[src/rtl/alu_pkg.sv]
// Shared opcode, flag-index and FSM-state definitions for the ALU slice.
package alu_pkg;

  typedef enum logic [2:0] {
    ALU_ADD  = 3'b000,
    ALU_ADC  = 3'b001,
    ALU_SUB  = 3'b010,
    ALU_SBC  = 3'b011,
    ALU_AND  = 3'b100,
    ALU_OR   = 3'b101,
    ALU_XOR  = 3'b110,
    ALU_PASS = 3'b111
  } alu_op_t;

  localparam int FLAG_N = 3;
  localparam int FLAG_V = 2;
  localparam int FLAG_C = 1;
  localparam int FLAG_Z = 0;

  typedef enum logic [1:0] {
    ST_IDLE  = 2'd0,
    ST_LATCH = 2'd1,
    ST_EXEC  = 2'd2
  } alu_state_t;

endpackage

[src/rtl/alu_if.sv]
// Operand/result bundle between the shifter-side controller and alu_core.
interface alu_if #(parameter int WIDTH = 8);

  logic             start;
  logic [2:0]       operation;
  logic [WIDTH-1:0] lhs_in;
  logic             lhs_carry_in;
  logic [WIDTH-1:0] rhs_in;
  logic             flags_load;
  logic [3:0]       flags_in;
  logic             result_oe;
  logic [WIDTH-1:0] result;
  logic [WIDTH-1:0] bus_out;
  logic [3:0]       flags;
  logic             carry_flag;
  logic             busy;
  logic             done;

  modport master (
    output start, operation, lhs_in, lhs_carry_in, rhs_in,
           flags_load, flags_in, result_oe,
    input  result, bus_out, flags, carry_flag, busy, done
  );

  modport slave (
    input  start, operation, lhs_in, lhs_carry_in, rhs_in,
           flags_load, flags_in, result_oe,
    output result, bus_out, flags, carry_flag, busy, done
  );

endinterface

[src/rtl/alu_adder.sv]
// Combinational WIDTH-bit adder with optional b inversion; reports carry-out
// and two's-complement overflow against the effective addend.
module alu_adder #(
  parameter int WIDTH = 8
) (
  input  logic [WIDTH-1:0] a,
  input  logic [WIDTH-1:0] b,
  input  logic             carry_in,
  input  logic             invert_b,
  output logic [WIDTH-1:0] sum,
  output logic             carry,
  output logic             overflow
);

  logic [WIDTH-1:0] b_eff;
  logic [WIDTH:0]   total;

  // Sum is one bit wider than the operands so the top bit is the carry.
  always_comb begin
    b_eff    = invert_b ? ~b : b;
    total    = {1'b0, a} + {1'b0, b_eff} + {{WIDTH{1'b0}}, carry_in};
    sum      = total[WIDTH-1:0];
    carry    = total[WIDTH];
    overflow = (a[WIDTH-1] == b_eff[WIDTH-1]) && (sum[WIDTH-1] != a[WIDTH-1]);
  end

endmodule

[src/rtl/alu_core.sv]
// ALU stage after the shifter: latches operands, executes one op, registers
// result and N/V/C/Z. The carry flag loops back to the shifter carry input.
//
// state    | meaning
// ---------+-----------------------------------------------------------
// ST_IDLE  | waiting; accepts start or flags_load (flags_load wins)
// ST_LATCH | operands captured, settle cycle before execute
// ST_EXEC  | compute; result/flags/done registered on leaving
module alu_core
  import alu_pkg::*;
#(
  parameter int WIDTH = 8
) (
  input logic  clk,
  input logic  reset,
  alu_if.slave bus
);

  alu_state_t       state_q, state_d;
  alu_op_t          op_q;
  logic [WIDTH-1:0] a_q, b_q;
  logic             lhs_carry_q;
  logic [WIDTH-1:0] result_q;
  logic [3:0]       flags_q;
  logic             done_q;

  logic             capture, exec_en, flags_restore, busy;

  logic             add_cin, add_inv, add_carry, add_ovf;
  logic [WIDTH-1:0] add_sum;
  logic [WIDTH-1:0] alu_r;
  logic [3:0]       alu_f;

  // State register.
  always_ff @(posedge clk) begin
    if (reset) state_q <= ST_IDLE;
    else       state_q <= state_d;
  end

  // Next-state logic; a flag restore in IDLE suppresses a simultaneous start.
  always_comb begin
    state_d = state_q;
    case (state_q)
      ST_IDLE:  if (bus.start && !bus.flags_load) state_d = ST_LATCH;
      ST_LATCH: state_d = ST_EXEC;
      ST_EXEC:  state_d = ST_IDLE;
      default:  state_d = ST_IDLE;
    endcase
  end

  // FSM-derived strobes.
  always_comb begin
    capture       = (state_q == ST_IDLE) && bus.start && !bus.flags_load;
    flags_restore = (state_q == ST_IDLE) && bus.flags_load;
    exec_en       = (state_q == ST_EXEC);
    busy          = (state_q != ST_IDLE);
  end

  // Operand latch, so later input changes cannot disturb the in-flight op.
  always_ff @(posedge clk) begin
    if (reset) begin
      op_q        <= ALU_ADD;
      a_q         <= '0;
      b_q         <= '0;
      lhs_carry_q <= 1'b0;
    end else if (capture) begin
      op_q        <= alu_op_t'(bus.operation);
      a_q         <= bus.lhs_in;
      b_q         <= bus.rhs_in;
      lhs_carry_q <= bus.lhs_carry_in;
    end
  end

  // Adder control: subtraction uses the inverted addend, carry-in from flag C.
  always_comb begin
    add_inv = 1'b0;
    add_cin = 1'b0;
    case (op_q)
      ALU_ADC: add_cin = flags_q[FLAG_C];
      ALU_SUB: begin add_inv = 1'b1; add_cin = 1'b1; end
      ALU_SBC: begin add_inv = 1'b1; add_cin = flags_q[FLAG_C]; end
      default: ;
    endcase
  end

  alu_adder #(.WIDTH(WIDTH)) u_adder (
    .a        (a_q),
    .b        (b_q),
    .carry_in (add_cin),
    .invert_b (add_inv),
    .sum      (add_sum),
    .carry    (add_carry),
    .overflow (add_ovf)
  );

  // Result and flag selection for the EXEC cycle.
  always_comb begin
    alu_r         = add_sum;
    alu_f         = '0;
    alu_f[FLAG_C] = add_carry;
    alu_f[FLAG_V] = add_ovf;
    case (op_q)
      ALU_AND:  begin alu_r = a_q & b_q; alu_f[FLAG_C] = 1'b0; alu_f[FLAG_V] = 1'b0; end
      ALU_OR:   begin alu_r = a_q | b_q; alu_f[FLAG_C] = 1'b0; alu_f[FLAG_V] = 1'b0; end
      ALU_XOR:  begin alu_r = a_q ^ b_q; alu_f[FLAG_C] = 1'b0; alu_f[FLAG_V] = 1'b0; end
      ALU_PASS: begin alu_r = a_q; alu_f[FLAG_C] = lhs_carry_q; alu_f[FLAG_V] = 1'b0; end
      default:  ;
    endcase
    alu_f[FLAG_N] = alu_r[WIDTH-1];
    alu_f[FLAG_Z] = (alu_r == '0);
  end

  // Result/flag registers; the carry only moves on EXEC or a restore.
  always_ff @(posedge clk) begin
    if (reset) begin
      result_q <= '0;
      flags_q  <= '0;
      done_q   <= 1'b0;
    end else begin
      done_q <= exec_en;
      if (exec_en) begin
        result_q <= alu_r;
        flags_q  <= alu_f;
      end else if (flags_restore) begin
        flags_q  <= bus.flags_in;
      end
    end
  end

  assign bus.result     = result_q;
  assign bus.bus_out    = bus.result_oe ? result_q : '0;
  assign bus.flags      = flags_q;
  assign bus.carry_flag = flags_q[FLAG_C];
  assign bus.busy       = busy;
  assign bus.done       = done_q;

endmodule
[src/flat_wrapper.sv]
// flat-port wrapper written by rule: the top's interface ports become plain ports
module alu_core_flat import alu_pkg::*;
#(
  parameter int WIDTH = 8
)
  (clk, reset, bus_start, bus_operation, bus_lhs_in, bus_lhs_carry_in, bus_rhs_in, bus_flags_load, bus_flags_in, bus_result_oe, bus_result, bus_bus_out, bus_flags, bus_carry_flag, bus_busy, bus_done);
  alu_if #(.WIDTH(WIDTH)) bus_i ();
  input logic clk;
  input logic reset;
  input wire logic [$bits(bus_i.start)-1:0] bus_start;
  input wire logic [$bits(bus_i.operation)-1:0] bus_operation;
  input wire logic [$bits(bus_i.lhs_in)-1:0] bus_lhs_in;
  input wire logic [$bits(bus_i.lhs_carry_in)-1:0] bus_lhs_carry_in;
  input wire logic [$bits(bus_i.rhs_in)-1:0] bus_rhs_in;
  input wire logic [$bits(bus_i.flags_load)-1:0] bus_flags_load;
  input wire logic [$bits(bus_i.flags_in)-1:0] bus_flags_in;
  input wire logic [$bits(bus_i.result_oe)-1:0] bus_result_oe;
  output wire logic [$bits(bus_i.result)-1:0] bus_result;
  output wire logic [$bits(bus_i.bus_out)-1:0] bus_bus_out;
  output wire logic [$bits(bus_i.flags)-1:0] bus_flags;
  output wire logic [$bits(bus_i.carry_flag)-1:0] bus_carry_flag;
  output wire logic [$bits(bus_i.busy)-1:0] bus_busy;
  output wire logic [$bits(bus_i.done)-1:0] bus_done;
  assign bus_i.start = bus_start;
  assign bus_i.operation = bus_operation;
  assign bus_i.lhs_in = bus_lhs_in;
  assign bus_i.lhs_carry_in = bus_lhs_carry_in;
  assign bus_i.rhs_in = bus_rhs_in;
  assign bus_i.flags_load = bus_flags_load;
  assign bus_i.flags_in = bus_flags_in;
  assign bus_i.result_oe = bus_result_oe;
  assign bus_result = bus_i.result;
  assign bus_bus_out = bus_i.bus_out;
  assign bus_flags = bus_i.flags;
  assign bus_carry_flag = bus_i.carry_flag;
  assign bus_busy = bus_i.busy;
  assign bus_done = bus_i.done;
  alu_core #(.WIDTH(WIDTH)) u_core (.clk(clk), .reset(reset), .bus(bus_i));
endmodule
[config.mk]
export PLATFORM = sky130hd
export DESIGN_NAME = alu_core_flat
export DESIGN_NICKNAME = d
export VERILOG_FILES = /design/src/rtl/alu_pkg.sv /design/src/rtl/alu_if.sv /design/src/rtl/alu_adder.sv /design/src/rtl/alu_core.sv /design/src/flat_wrapper.sv
export SDC_FILE = /design/constraint.sdc
export NUM_CORES = 1
export LEC_CHECK = 0
export CORE_ASPECT_RATIO = 0.6
export CORE_UTILIZATION = 45
export CTS_BUF_LIST = sky130_fd_sc_hd__clkbuf_16
export CTS_CLUSTER_SIZE = 14
export DETAILED_ROUTE_END_ITERATION = 8
export PLACE_DENSITY = 0.75
export SYNTH_ARGS = -nofsm -noshare
export SYNTH_HDL_FRONTEND = slang
export SYNTH_HIERARCHICAL = 1
export SYNTH_SLANG_ARGS = --single-unit
[constraint.sdc]
create_clock -name clk -period 3.11 [get_ports clk]
set_input_delay 0.4665 -clock clk [delete_from_list [all_inputs] [get_ports clk]]
set_output_delay 0.4665 -clock clk [all_outputs]
set_load 0.1 [all_outputs]
==> results_dict.tcl <==
set metrics [dict create \
    layout-drive-gt1-share_pct 13.57 \
    critPathMaxFanout 21 \
    num_rows 20 \
    area_growth_syn_to_layout_pct 26.66 \
    yosys.area.top_type "dfxtp_1" \
    core_um2 5155 \
    start_util_pct 47.79 \
    die_h_um 59.32 \
    synth.area.top_cells "dfxtp_1 (28%), ha_1 (12%), a21oi_1 (7.9%)" \
    layout_min_cycle_time_ns 2.941 \
    skew_ns 0.006324 \
    finalSetupViolCount 0 \
    syn-cell-area_um2 2464 \
    leakage_nw 1.317 \
    synth_top_area_share_pct 28.44 \
    finalHoldViolCount 0 \
    yosysWarnings 6 \
    synth.most_common_cell "nand2_1" \
    startpoint_type "flip-flop" \
    hpwl_mm 4.929 \
    synthArstFlopShare_pct 0 \
    slew_headroom_pct 35.46 \
    dr.pass1.iters 4 \
    clock-root-buffer "clkbuf_16" \
    finish.utilization_pct 60.53 \
    peakVddDrop_mv 0.2098 \
    post-route-cell-area_um2 3120 \
    wl_per_cell_um 14.70 \
    nNetsFinal 414 \
    worst-r2r-setup-slack_ns 0.17 \
    rsz0062_at_grt "false" \
    synthCells 310 \
    grt_pass1_wl_mm 10.46 \
    endpoint_kind "flip-flop" \
    r2r_start "u_core/op_q[1]" \
    clock_latency_ns 0.28 \
    holdCritStartpoint "u_core/bus.result[1]" \
    crit_type "reg -> reg" \
    p_per_area_nw_per_um2 420.0 \
    ys_seq_area_share_pct 28.44 \
    detail-route-antenna-nets 0 \
    synth_area_per_cell_um2 7.947 \
    io_pins 52 \
    crit_required_ns 3.28 \
    synthFlopType "dfxtp_1" \
    antenna_found_initial 0 \
    cts_made_buffers 5 \
    placed_area_um2 2969 \
    hold_buffers 0 \
    vias 2269 \
    worst_pin_slew_ns 0.9651 \
    synth-edff-count 0 \
    total_power_w 0.001310 \
    cts_buffer_depth 2 \
    crit_arrival_ns 3.11 \
    fin_setup_tns_ns 0 \
    ys_ff_latch 35 \
    cap_violations 0 \
    clk_pin_slew_ns 0.06 \
    place.gp.congestion 0.9930 \
    slew_viol_final 0 \
    yosysUniqueCellTypes 53 \
    port_buffers 51 \
    cts_tree "yes" \
    startpoint "u_core/op_q[1]" \
    grt-ovfl-total 0 \
    status "completed" \
    setup_ws_ns 0.1691 \
    min_to "u_core/bus.result[1]" \
    fmax_mhz 340.0 \
    clock-sinks 35 \
    n_antenna_cell 0 \
    grt_use_total_pct 23.10 \
    htreeDepth 2 \
    grt_max_degree 28 \
    synthTopCellsByCount "nand2_1 (50), a21oi_1 (39), dfxtp_1 (35)" \
    reg2regPathDepth 13 \
    drtIter0Drc 126 \
    die_area_um2 5784 \
    worstReg2RegEnd "u_core/bus.flags[0]" \
    drc 0 \
    fin_crit_sh_pct 94.56 \
    grt_pass1_vias 2139 \
    hold_class "reg -> reg" \
    hold_depth 2 \
    synthesis.nets 364 \
    fp.dieW_um 97.52 \
    nFillCells 468 \
    viasPerCell 5.314 \
    dp_worst_setup_slack_ns 0.1483 \
    drt-total-wl_mm 6.279 \
]
-- metal layers --
layer / up-vias / global-route usage, % / wire length [um] / share of wire [%]
met2: 72 / 33.97 / 2548 / 41
li1: 1148 / - / - / -
met3: 7 / 6.014 / 430 / 6.8
met4: 0 / 6.092 / 44 / 0.70
met5: - / 0 / 0 / 0
met1: 1042 / 33.53 / 3256 / 52
-- worst max-delay path, stage by stage (launching register included) --
cell	delay, ns
dfxtp_1	0.34
buf_6	0.23
mux2i_1	0.10
nor2_1	0.09
inv_1	0.06
fa_1	0.44
fa_1	0.43
nor2b_1	0.18
o31a_1	0.19
o21ai_1	0.07
a21boi_1	0.14
o22ai_1	0.11
o211a_1	0.22
a41o_1	0.23
-- repair_timing --
action | 4_1_cts | 5_1_grt
resized for setup | 0 | 2
setup buffers | 0 | 0
setup endpoints to repair | 0 | 4
-- cells by family after synthesis --
logic type | Yosys count | share of synthesized area, %
and+or+nand+nor | 110 | 20.72
AOI/OAI and AO/OA | 72 | 19.00
buffers and inverters | 44 | 8.431
DFF | 35 | 28.44
adders and majority gates | 25 | 13.31
muxes | 14 | 6.552
xor gates and xnor gates | 10 | 3.555
-- layout make-up --
cell class	count	area [um^2]	area share, %
multi-input combinational	231	1563	50.08
sequential	35	701.9	22.49
clock buffer	5	125.1	4.010
clock inverter	3	20.02	0.6415
tap	66	82.58	2.646
timing repair buffer	60	526.8	16.88
inverter	27	101.3	3.248
-- metrics by stage --
stage	std cells	hold WS, ns
final	427	0.4683
after global routing	427	0.4960
after floorplan	310	0.4365
after CTS	427	0.4691
after detailed placement	419	0.4615
after global placement	419	0.4529
-- worst max path at each step --
| stage | endpoint |
|---|---|
| 2_1_floorplan | u_core/bus.flags[0] |
| 3_3_place_gp | u_core/bus.flags[0] |
| 3_5_place_dp | u_core/bus.flags[0] |
| 4_1_cts | u_core/bus.flags[0] |
| 5_1_grt | u_core/bus.flags[0] |
| 6_report | u_core/bus.flags[0] |
-- state kept, by name (all words and copies together) (netlist names) --
register,count
u_core/a_q,8
u_core/b_q,8
u_core/bus.result,8
u_core/bus.flags,4
u_core/op_q,3
u_core/state_q,2
u_core/bus.done,1
u_core/lhs_carry_q,1
-- placed cells by master (no fill, tap or decap), types with 4 or more instances in the layout --
cell	instances
nand2_1	50
dfxtp_1	34
clkbuf_16	5
and2_1	8
xor2_1	8
buf_4	30
nand3_1	5
mux2i_1	12
nor2_1	22
nand2b_1	4
a21oi_1	39
inv_1	27
ha_1	23
nor3_1	4
clkdlybuf4s50_1	29
nor2b_1	4
-- power by group --
group | internal, W | switching [W]
logic | 0.000127 | 0.000199
registers | 0.000468 | 0.0000216
clock network | 0.000295 | 0.000199
(Power assumes the default switching activity.)
==> variant: new RTL, same settings <==
The 3 states of `alu_state_t` get a one-hot encoding in 3 bits.
--- a/src/rtl/alu_pkg.sv
+++ b/src/rtl/alu_pkg.sv
@@ -17,10 +17,10 @@
   localparam int FLAG_C = 1;
   localparam int FLAG_Z = 0;
 
-  typedef enum logic [1:0] {
-    ST_IDLE  = 2'd0,
-    ST_LATCH = 2'd1,
-    ST_EXEC  = 2'd2
+  typedef enum logic [2:0] {
+    ST_IDLE  = 3'b001,
+    ST_LATCH = 3'b010,
+    ST_EXEC  = 3'b100
   } alu_state_t;
 
 endpackage
Behaviour: no difference found for any inputs over 10 cycles, from zero or initial values and one cycle with reset high; not proved beyond that.
==> variant against the original RTL <==
Sequential cell count increased by 1. Power increased by 3.7%. Area after synthesis increased by 1.9%. Worst setup slack improved by 0.030 ns. Global-route usage increased by 0.81 points. Wire length increased by 3.7%. Final area increased by 2.7%.
==> variant: results (changes against the original RTL) <==
| Metric | Value |
|---|---|
| VDD IR max | 0.307 mV (+46%) |
| Area post-placement | 0.00303 mm² (+1.9%) |
| GRT Resource Usage Total | 23.9% (+0.81 points) |
| Crit path arrival time | 3.14 ns (+0.03 ns) |
| Status | complete, no violations |
| Cell variety after synth | 54 (+1.9%) |
| Leakage | 1.33 nW (+0.77%) |
| Antenna violations before repair | 0 (unchanged) |
| Slowest stage delay, CP | 0.43 ns |
| Via count | 2,346 (+3.4%) |
| Placed wire-length estimate | 5.05 mm (+2.4%) |
| Total Routed Length | 6.51 mm (+3.7%) |
| EDFF count, synth | 0 (unchanged) |
| Post-Syn Nets | 375 (+3.0%) |
| Fraction of layout cells with a size suffix above 1 | 13.7% (+0.17 points) |
| Flop-to-flop setup slack | 0.20 ns (+0.03 ns) |
| Worst-path fanout max | 4 (-81%) |
| Via count of the first global-routing pass | 2,178 (+1.8%) |
| Post-CTS Setup Bufs | 0 (unchanged) |
| Largest net degree at the start of global routing | 22 (-21%) |
| Seq/Total Area, Yosys | 28.7% (+0.26 points) |
| Final #Nets | 424 (+2.4%) |
| GP Congestion | 0.876 (-12%) |
| CP max stage cell | fa_1 |
| Most common library cells after synthesis | 49 x nand2_1, 36 x dfxtp_1, 28 x inv_1 |
| Main area contributors after synthesis | dfxtp_1 29%, ha_1 11%, nand2_1 7.3%, a21oi_1 5.2%, mux2i_1 4.4% |
| Slew @ Worst Pin | 0.530 ns (-0.435 ns) |
| CTS max path bufs | 2 (unchanged) |
| Global-route wire length before repair | 10.7 mm (+2.6%) |
| Iter 0 DRT Violations | 154 (+22%) |
| First drt pass iteration count | 7 (+3) |
| Worst Skew | 0.00420 ns (-0.00213 ns) |
| R2R depth | 11 (-2) |
[variant: layout make-up]
cell class	count	area, µm²
tap	66	82.6
multi-input combinational	238	1600
clock buffer	5	125
timing repair buffer	60	520
inverter	29	109
clock inverter	3	42.5
fill	481	2000
sequential	36	722
[variant: repair_timing]
item / CTS / global route
resized for setup: 0 / 3
setup endpoints to repair: 0 / 1
hold buffers: 0 / 0
[variant: kinds of logic after synthesis]
family / share of synthesized area, %
simple gates: 21.9
compound gates: 19.7
buf+inv: 8.12
flops: 28.7
fa+ha+maj: 13.1
mux: 4.98
xor+xnor: 3.49
[variant: critical path, delay by kind of cell (launching register included)]
kind	cells	cell delay, ns
compound gates	5	0.86
xor+xnor	1	0.11
fa+ha+maj	2	0.86
flops	1	0.37
simple gates	3	0.66
[variant: worst min-delay path by stage]
stage                              startpoint             endpoint  slack (ns)  depth (start not counted)
after detailed placement  u_core/bus.flags[3]  u_core/bus.flags[3]        0.46                          2
final                     u_core/bus.flags[3]  u_core/bus.flags[3]        0.47                          2
after CTS                 u_core/bus.flags[3]  u_core/bus.flags[3]        0.47                          2
after floorplan            u_core/lhs_carry_q   u_core/lhs_carry_q        0.44                          2
after global placement    u_core/bus.flags[3]  u_core/bus.flags[3]        0.46                          2
after global routing      u_core/bus.flags[3]  u_core/bus.flags[3]        0.49                          2
[variant: where the power goes]
group	switching [W]	internal (W)
Combinational	0.000167	0.000124
Clock	0.000192	0.000376
Sequential	0.0000209	0.000479
Total	0.000381	0.000979
[variant: layer usage]
metal / up-vias / share of wire [%] / global-route usage, %
li1: 1182 / - / -
met2: 98 / 38 / 36.5
met1: 1060 / 52 / 34.3
met5: - / 0 / 0
met3: 6 / 8.5 / 5.15
met4: 0 / 0.97 / 6.40
[variant: per-stage QoR]
step                worst slack, ns  instances  util, %  total power, W
finish                        0.199        437     61.6         0.00136
global route               -0.00968        437     61.6         0.00142
CTS                           0.158        437     61.3         0.00136
detailed placement            0.212        429     58.1        0.000794
global placement              0.316        429     58.1        0.000789
floorplan                    0.0336        321        -        0.000701
